$ cat config.mk
export PLATFORM = sky130hd
export DESIGN_NAME = chimera_cluster_boot_seq
export DESIGN_NICKNAME = d
export VERILOG_FILES = /design/src/rtl/chimera_cluster_boot_seq.sv
export SDC_FILE = /design/constraint.sdc
export NUM_CORES = 1
export LEC_CHECK = 0
export ABC_AREA = 1
export BUFFER_PORTS_ARGS = -buffer_cell sky130_fd_sc_hd__buf_4
export CAP_MARGIN = 20
export CELL_PAD_IN_SITES_DETAIL_PLACEMENT = 1
export CELL_PAD_IN_SITES_GLOBAL_PLACEMENT = 2
export CORE_MARGIN = 4
export CORE_UTILIZATION = 29
export CTS_CLUSTER_SIZE = 30
export DETAILED_ROUTE_END_ITERATION = 12
export GPL_TIMING_DRIVEN = 0
export PLACE_DENSITY = 0.84
export SLEW_MARGIN = 40
export SYNTH_ARGS = -nofsm -noshare
export SYNTH_HDL_FRONTEND = slang
export SYNTH_SLANG_ARGS = --single-unit
$ cat constraint.sdc
create_clock -name soc_clk_i -period 1.8 [get_ports soc_clk_i]
set_clock_uncertainty 0.1 [all_clocks]
set_input_delay 0.27 -clock soc_clk_i [delete_from_list [all_inputs] [get_ports soc_clk_i]]
set_output_delay 0.27 -clock soc_clk_i [all_outputs]
set_load 0.01 [all_outputs]
$ cat src/rtl/chimera_cluster_boot_seq.sv
// rtl/chimera_cluster_boot_seq.sv - per-cluster clock/reset/boot sequencer.
// Optional IRQ wake-up stage is built when CHIMERA_CLU_BOOT_IRQ_EN is defined.
module chimera_cluster_boot_seq #(
  parameter int unsigned NrCores       = 9,
  parameter int unsigned ClkEnCycles   = 4,
  parameter int unsigned RstHoldCycles = 8,
  parameter int unsigned IrqCycles     = 2
) (
  input  logic               soc_clk_i,
  input  logic               rst_ni,
  input  logic               start_i,
  input  logic               stop_i,
  input  logic [31:0]        boot_addr_i,
  input  logic               widemem_bypass_i,
  output logic               clu_clk_en_o,
  output logic               clu_rst_no,
  output logic [31:0]        boot_addr_o,
  output logic               widemem_bypass_o,
  output logic [NrCores-1:0] msip_o,
  output logic               busy_o,
  output logic               ready_o,
  output logic [2:0]         state_o
);

  localparam int unsigned MaxA      = (ClkEnCycles > RstHoldCycles) ? ClkEnCycles : RstHoldCycles;
  localparam int unsigned MaxCycles = (MaxA > IrqCycles) ? MaxA : IrqCycles;
  localparam int unsigned CntW      = $clog2(MaxCycles) + 1;

  localparam logic [CntW-1:0] ClkEnLast   = CntW'(ClkEnCycles - 1);
  localparam logic [CntW-1:0] RstHoldLast = CntW'(RstHoldCycles - 1);
`ifdef CHIMERA_CLU_BOOT_IRQ_EN
  localparam logic [CntW-1:0] IrqLast     = CntW'(IrqCycles - 1);
`endif

  typedef enum logic [2:0] {
    ST_OFF     = 3'd0,
    ST_CLK_ON  = 3'd1,
    ST_RST_REL = 3'd2,
    ST_IRQ     = 3'd3,
    ST_RUN     = 3'd4,
    ST_RST_ON  = 3'd5
  } state_e;

  state_e            state_q, state_d;
  logic [CntW-1:0]   cnt_q, cnt_d;
  logic              capture;
  logic              clk_en_d, rst_n_d, busy_d, ready_d;
  logic [NrCores-1:0] msip_d;

  always_ff @(posedge soc_clk_i or negedge rst_ni) begin
    if (!rst_ni) begin
      state_q          <= ST_OFF;
      cnt_q            <= '0;
      clu_clk_en_o     <= 1'b0;
      clu_rst_no       <= 1'b0;
      msip_o           <= '0;
      busy_o           <= 1'b0;
      ready_o          <= 1'b0;
      boot_addr_o      <= 32'h0;
      widemem_bypass_o <= 1'b0;
    end else begin
      state_q      <= state_d;
      cnt_q        <= cnt_d;
      clu_clk_en_o <= clk_en_d;
      clu_rst_no   <= rst_n_d;
      msip_o       <= msip_d;
      busy_o       <= busy_d;
      ready_o      <= ready_d;
      if (capture) begin
        boot_addr_o      <= boot_addr_i;
        widemem_bypass_o <= widemem_bypass_i;
      end
    end
  end

  assign state_o = state_q;

  // Stop aborts any boot stage before its dwell expiry is considered.
  always_comb begin
    state_d = state_q;
    capture = 1'b0;
    unique case (state_q)
      ST_OFF: begin
        if (start_i && !stop_i) begin
          state_d = ST_CLK_ON;
          capture = 1'b1;
        end
      end
      ST_CLK_ON: begin
        if (stop_i)                  state_d = ST_RST_ON;
        else if (cnt_q == ClkEnLast) state_d = ST_RST_REL;
      end
      ST_RST_REL: begin
        if (stop_i) state_d = ST_RST_ON;
        else if (cnt_q == RstHoldLast) begin
`ifdef CHIMERA_CLU_BOOT_IRQ_EN
          state_d = ST_IRQ;
`else
          state_d = ST_RUN;
`endif
        end
      end
`ifdef CHIMERA_CLU_BOOT_IRQ_EN
      ST_IRQ: begin
        if (stop_i)                state_d = ST_RST_ON;
        else if (cnt_q == IrqLast) state_d = ST_RUN;
      end
`endif
      ST_RUN: begin
        if (stop_i) state_d = ST_RST_ON;
      end
      ST_RST_ON: begin
        if (cnt_q == RstHoldLast) state_d = ST_OFF;
      end
      default: state_d = ST_OFF;
    endcase
  end

  // Counter only runs in timed states, so it never wraps while idle.
  always_comb begin
    cnt_d = '0;
    if (state_d == state_q && state_q != ST_OFF && state_q != ST_RUN) begin
      cnt_d = cnt_q + 1'b1;
    end
  end

  // Outputs are decoded from the next state and registered alongside it.
  always_comb begin
    clk_en_d = 1'b0;
    rst_n_d  = 1'b0;
    msip_d   = '0;
    busy_d   = 1'b0;
    ready_d  = 1'b0;
    unique case (state_d)
      ST_OFF: ;
      ST_CLK_ON: begin
        clk_en_d = 1'b1;
        busy_d   = 1'b1;
      end
      ST_RST_REL: begin
        clk_en_d = 1'b1;
        rst_n_d  = 1'b1;
        busy_d   = 1'b1;
      end
`ifdef CHIMERA_CLU_BOOT_IRQ_EN
      ST_IRQ: begin
        clk_en_d = 1'b1;
        rst_n_d  = 1'b1;
        msip_d   = {NrCores{1'b1}};
        busy_d   = 1'b1;
      end
`endif
      ST_RUN: begin
        clk_en_d = 1'b1;
        rst_n_d  = 1'b1;
        ready_d  = 1'b1;
      end
      ST_RST_ON: begin
        clk_en_d = 1'b1;
        busy_d   = 1'b1;
      end
      default: ;
    endcase
  end

endmodule

==> metrics, run 1 <==
TritonCTS clock tree=done; #FFs+latches synth=44; DIE HEIGHT=89.99 µm; DRT antenna net count=0; routability congestion estimate=0.8156; DR iter-0 viols=9; ys flop type=dfrtp_1; type of origin of the critical path=register; fraction of layout cells with a size suffix above 1=55.51%; H-tree levels=2; Final Hold Fails=0; post-synthesis mux area share=24.84%; Final Critical Period=1567 ps; count of cell types in the netlist=19; Pint=3.018 mW; cell count after placement=305; Placed Area=2646 µm²; Finished Layout Cells=313; Critical Path RT=1870 ps; Routed wire per std cell=14.32 µm; Flop pwr share=39.1%; DP HPWL=3453 µm; # fillers=705; core area=6422 µm²; max capacitance violation total=0; Net Sw Frac=31.99%; Inserted Clock Buffers=5; design area=2753 µm²; crit path cell chain=nor2_2, nand3_4, buf_6, mux2_4; Yosys warnings=0; Pleak=1.515 nW; die area=8097 µm²; Setup crit end kind=register; Port Buf Inserts=76; final worst-path cycle share=87.04%; Vias/cell=4.249; total negative slack=0 ps; RSZ-0062 raised after global routing=no; Reg clk slew, reported paths=80 ps; post-synthesis compound-gate area fraction=0.7702%; Worst Path Class, Setup=reg2reg; root buf cell=clkbuf_8; FFs w/ async S/R, synth=100.0%; max_slew headroom=62.93%; Initial Utilization=30.35%; Finished Core Util=42.86%; final WL=4481 µm; DR DRC count=0; xor-xnor portion of the synthesized cell area=0.8986%; cell area power density=1612 nW/µm²; cell area after synthesis=1949 µm²; postcts setup bufs=0; CTS sink cnt=44; CP Data Arrival Time=1640 ps; CP max-delay cell=dfrtp_1; ANT cells=0; fin nets=274; Clk pwr share=14.7%; I/O pin count=86; mean post-synth cell area=13.54 µm²; Post-synth EDFFs=0; clk_lat worst skew=290 ps; outcome=finished clean; Tightest Pin Transition=556.1 ps; Gate Count Post-Synth=144; setup violators final=0; post-synthesis sequential area ratio=56.48%; DR vias=1,330; Synth Area in Simple Gates=9.050%; fin. max-slew vios=0; largest net degree at the start of global routing=45; multi-input logic area=739.5 µm²; synthesis-to-finish area growth=41.21%; Congestion Overflow GR=0; register area=1101 µm²; f_max=638.3 MHz; post-synthesis adder-cell area fraction=0.6418%; Placement Rows=29; vias in the first global route=1,490; Logic pwr share=46.2%; largest stage delay on the critical path=460 ps; largest family of logic cells by synthesized area=multiplexers; clock buffer depth=2; Die Wd=89.99 µm; peak supply drop=637.4 µV; Global Route Usage Sum=11.34%; worst hold path class=in2reg; initial antenna violation count=0; switching power=1.419 mW; global-route wire length before repair=7527 µm; Crit Path Max Fanout=10; drt first pass iters=3
stage by stage:
step | hold slack, ps | worst slack [ps] | power, mW
2_1_floorplan | -125.6 | 346.9 | 2.850
3_3_place_gp | 203.6 | 220.3 | 3.768
3_5_place_dp | 205.8 | 221.5 | 3.838
4_1_cts | 94.80 | 207.2 | 4.523
5_1_grt | 93.71 | 56.53 | 4.751
6_report | 107.9 | 233.4 | 4.437
power by group through the flow:
| stage | Sequential (mW) | Combinational (mW) | Clock (mW) |
|---|---|---|---|
| floorplan | 1.92 | 0.930 | 0 |
| global placement | 1.73 | 2.04 | 0 |
| detailed placement | 1.75 | 2.09 | 0 |
| CTS | 1.74 | 2.10 | 0.685 |
| global route | 1.80 | 2.22 | 0.722 |
| finish | 1.74 | 2.05 | 0.653 |
path summary, 6_finish.rpt:
check                      cells past startpoint              from  slack [ps]                to
min reg2reg                                    1          cnt_q[0]         370          cnt_q[0]
max in group asynchronous                      2            rst_ni         810    boot_addr_o[2]
max reg2reg                                    4        state_o[2]         230    boot_addr_o[7]
min                                            2  widemem_bypass_i         110  widemem_bypass_o
min in group asynchronous                      2            rst_ni         410   boot_addr_o[20]
max                                            4        state_o[2]         230    boot_addr_o[7]
flip-flops by register name, indices dropped and copies added, names as in the netlist:
name and count:
boot_addr_o 32, cnt_q 4, state_o 3, busy_o 1
clu_clk_en_o 1, clu_rst_no 1, ready_o 1, widemem_bypass_o 1
repair_timing:
action / in CTS / in global routing
setup endpoints to repair: 0 / 0
endpoints found under the hold margin: 44 / 0
gates resized for setup: 0 / 0
hold buffers: 1 / 0
cells in the mapped netlist, types with 2 or more instances:
master   instances  share of area [%]
inv_1           10                1.9
buf_6            3                1.7
nand3_1          6                1.5
nor2_2           2               0.64
nand2_1         19                3.7
mux2_2           3                1.7
dfrtp_1         44                 56
mux2_4          30                 23
nor2_1           9                1.7
buf_4            9                3.5
per-layer routing:
metal  vias up  global-route usage, %  part of all wire [%]
li1        631                      -                     -
met2        57                  18.55                    49
met5         -                      0                     0
met1       637                  14.23                    43
met4         0                  2.679                  0.65
met3         5                  4.341                   7.6
cell families after synthesis:
family | count (synthesis)
buf+inv | 22
other cells | 1
xor+xnor | 2
fa+ha+maj | 1
simple gates | 39
compound gates | 2
mux | 33
flops | 44
placed cells by master (no fill, tap or decap), drive strengths merged:
cell type    instances
a21boi               1
xor2                 1
buf                 88
nand2               19
dfrtp               44
inv                 10
nor2                11
ha                   1
nand3                7
xnor2                1
o21bai               1
conb                 9
dlygate4sd3          1
nor3                 1
nand4                1
mux2                33
clkbuf               7
final cells by class:
type | count | area share, %
tap | 77 | 3.500
multi-input combinational | 86 | 26.86
sequential | 44 | 40.00
buffer | 12 | 3.682
timing repair buffer | 77 | 21.09
clock buffer | 7 | 3.500
inverter | 10 | 1.364
worst max-delay path: cells and delay by family (launching register included):
| family | cells | cell delay [ps] |
|---|---|---|
| buf+inv | 1 | 210 |
| flops | 1 | 460 |
| mux | 1 | 300 |
| simple gates | 2 | 370 |
Note: power is estimated with default switching activity, not from simulation.
==> inputs of run 2 (changes only) <==
- CORE_MARGIN: 4 -> 8
- SLEW_MARGIN: 40 -> 10
==> run 2 against run 1 <==
  * Via count up 1.6%
  * Register-to-register slack worse by 20 ps
  * Non-clock buffer count unchanged
  * Critical path depth unchanged
  * First-iteration DRC count up 120%
  * Routed wire length up 5.3%
  * Global-route usage down 1.0 points
  * Setup slack worse by 18 ps
  * Final cell count up 1.3%
  * Clock power down 3.4%
  * Hold slack about the same
  * Fmax down 1.2%
==> metrics, run 2 (synthesis gave the netlist of run 1 again) <==
Global Route Usage Sum=10.33% (-1.0 points); worst hold path class=in2reg; Port Buf Inserts=76 (unchanged); drt first pass iters=4 (+1); fraction of layout cells with a size suffix above 1=55.70% (+0.19 points); ANT cells=0 (unchanged); Crit Path Max Fanout=10 (unchanged); R2R setup slack=210 ps (-20 ps); Inserted Clock Buffers=5 (unchanged); hold path startpoint=boot_addr_i[24]; met2 routed WL=2241 µm (+2.5%); Final Hold Fails=0 (unchanged); Largest register FFs=32 (unchanged); max_slew headroom=62.34% (-0.59 points); clock buffer depth=2 (unchanged); hold path cells=2 (unchanged); max capacitance violation total=0 (unchanged); cell count of the worst reg-to-reg path=4 (unchanged); DIE HEIGHT=97.99 µm (+8.9%); Met3 Wirelength=375 µm (+9.6%); fin. max-slew vios=0 (unchanged); H-tree levels=2 (unchanged); total negative slack=0 ps (unchanged); final WL=4719 µm (+5.3%); setup violators final=0 (unchanged); most frequent cells in the layout=buf_4 (85), dfrtp_1 (44), mux2_4 (30); DR DRC count=0 (unchanged); f_max=630.9 MHz (-1.2%); Critical Path RT=1880 ps (about the same); I/O pin count=86 (unchanged); crit path cell chain=nor2_2, nand3_4, buf_6, mux2_4; DRT antenna net count=0 (unchanged); Placement Rows=30 (+3.4%); Initial Utilization=29.34% (-1.0 points); peak supply drop=534.7 µV (-16%); largest net degree at the start of global routing=45 (unchanged); Die Wd=97.99 µm (+8.9%); initial antenna violation count=0 (unchanged); fin nets=274 (unchanged); Finished Layout Cells=317 (+1.3%); DP HPWL=3606 µm (+4.4%); cell area power density=1603 nW/µm² (-0.55%); outcome=finished clean; cell count after placement=308 (+0.98%); post-place setup slack=201.7 ps (-19.74 ps); WHS Endpoint=boot_addr_o[24]; Top Layer Used=met4; Worst path top cell family by delay=flip-flops; synthesis-to-finish area growth=41.21% (unchanged); commonest non-fill, non-tap cell in the layout=buf_4; clk_lat worst skew=290 ps (about the same); WP depth=4 (unchanged); vias in the first global route=1,551 (+4.1%); root buf cell=clkbuf_8; CP max-delay cell=dfrtp_1; Critical R2R Launch=state_o[2]; DR iter-0 viols=20 (+11); Final Total Pwr=4.413 mW (-0.55%); Final Critical Period=1585 ps (+18.44 ps); WP buf/inv=1 (unchanged); type of origin of the critical path=register; Congestion Overflow GR=0 (unchanged); core area=6644 µm² (+3.4%); global-route wire length before repair=7948 µm (+5.6%); hold buffer count at CTS=1 (unchanged); Top reg by flops=boot_addr_o; final worst-path cycle share=88.06% (+1.0 points); CP Data Arrival Time=1660 ps (+20 ps); reg2reg end=boot_addr_o[17]; RSZ-0062 raised after global routing=no; WHS=107.5 ps (-0.3740 ps); die area=9601 µm² (+19%); Setup crit end kind=register; CTS sink cnt=44 (unchanged); largest stage delay on the critical path=470 ps (about the same); # fillers=745 (+5.7%); Routed wire per std cell=14.89 µm (+4.0%); Tightest Pin Transition=564.9 ps (+8.840 ps); Vias/cell=4.262 (+0.30%); post-cts sizing count=0 (unchanged); DR vias=1,351 (+1.6%); Metal-1 WL=2046 µm (+6.5%); routability congestion estimate=0.7490 (-8.2%); Pleak=1.515 nW (about the same); Worst Path Class, Setup=reg2reg; TritonCTS clock tree=done; Reg clk slew, reported paths=80 ps (about the same); postcts setup bufs=0 (unchanged); Setup WS post-layout=214.9 ps (-18.44 ps)
## run 2: layout make-up
cell class	count	area, µm²	area share, %
plain buffers	12	101.3	3.682
clock buffers	6	82.58	3.000
clock inverters	2	10.01	0.3636
inverters	10	37.54	1.364
multi-input cells	86	739.5	26.86
flip-flops and latches	44	1101	40.00
well taps	80	100.1	3.636
repair buffers	77	580.6	21.09
## run 2: routing by layer
layer  global-route usage, %  vias up
li1                        -      636
met1                   12.41      656
met2                   16.54       57
met3                   3.627        2
met4                   3.957        0
met5                       0        -
## run 2: worst register-to-register path, delay by kind of cell (launching register included)
| kind | cells | cell delay [ps] |
|---|---|---|
| buffers and inverters | 1 | 210 |
| flip-flops | 1 | 470 |
| multiplexers | 1 | 310 |
| AND/OR/NAND/NOR | 2 | 390 |
## run 2: report_power, final
group | switching (mW) | internal [mW] | leakage (nW)
clock network | 0.325 | 0.307 | 0.0510
logic | 0.830 | 1.23 | 0.929
registers | 0.276 | 1.45 | 0.535
total | 1.43 | 2.98 | 1.52
## run 2: worst max-delay path by stage
stage | start | endpoint | slack, ps
detailed placement | state_o[2] | boot_addr_o[16] | 200
CTS | state_o[2] | boot_addr_o[10] | 190
floorplan | state_o[2] | boot_addr_o[10] | 350
global placement | state_o[1] | boot_addr_o[19] | 220
global route | state_o[2] | clu_rst_no | 90
finish | state_o[2] | boot_addr_o[17] | 210
## run 2: metrics by stage
stage	instance area, µm²	utilization (%)
after global placement	2650	39.89
after CTS	2753	41.43
after global routing	2753	41.43
after detailed placement	2650	39.89
after floorplan	1979	-
final	2753	41.43
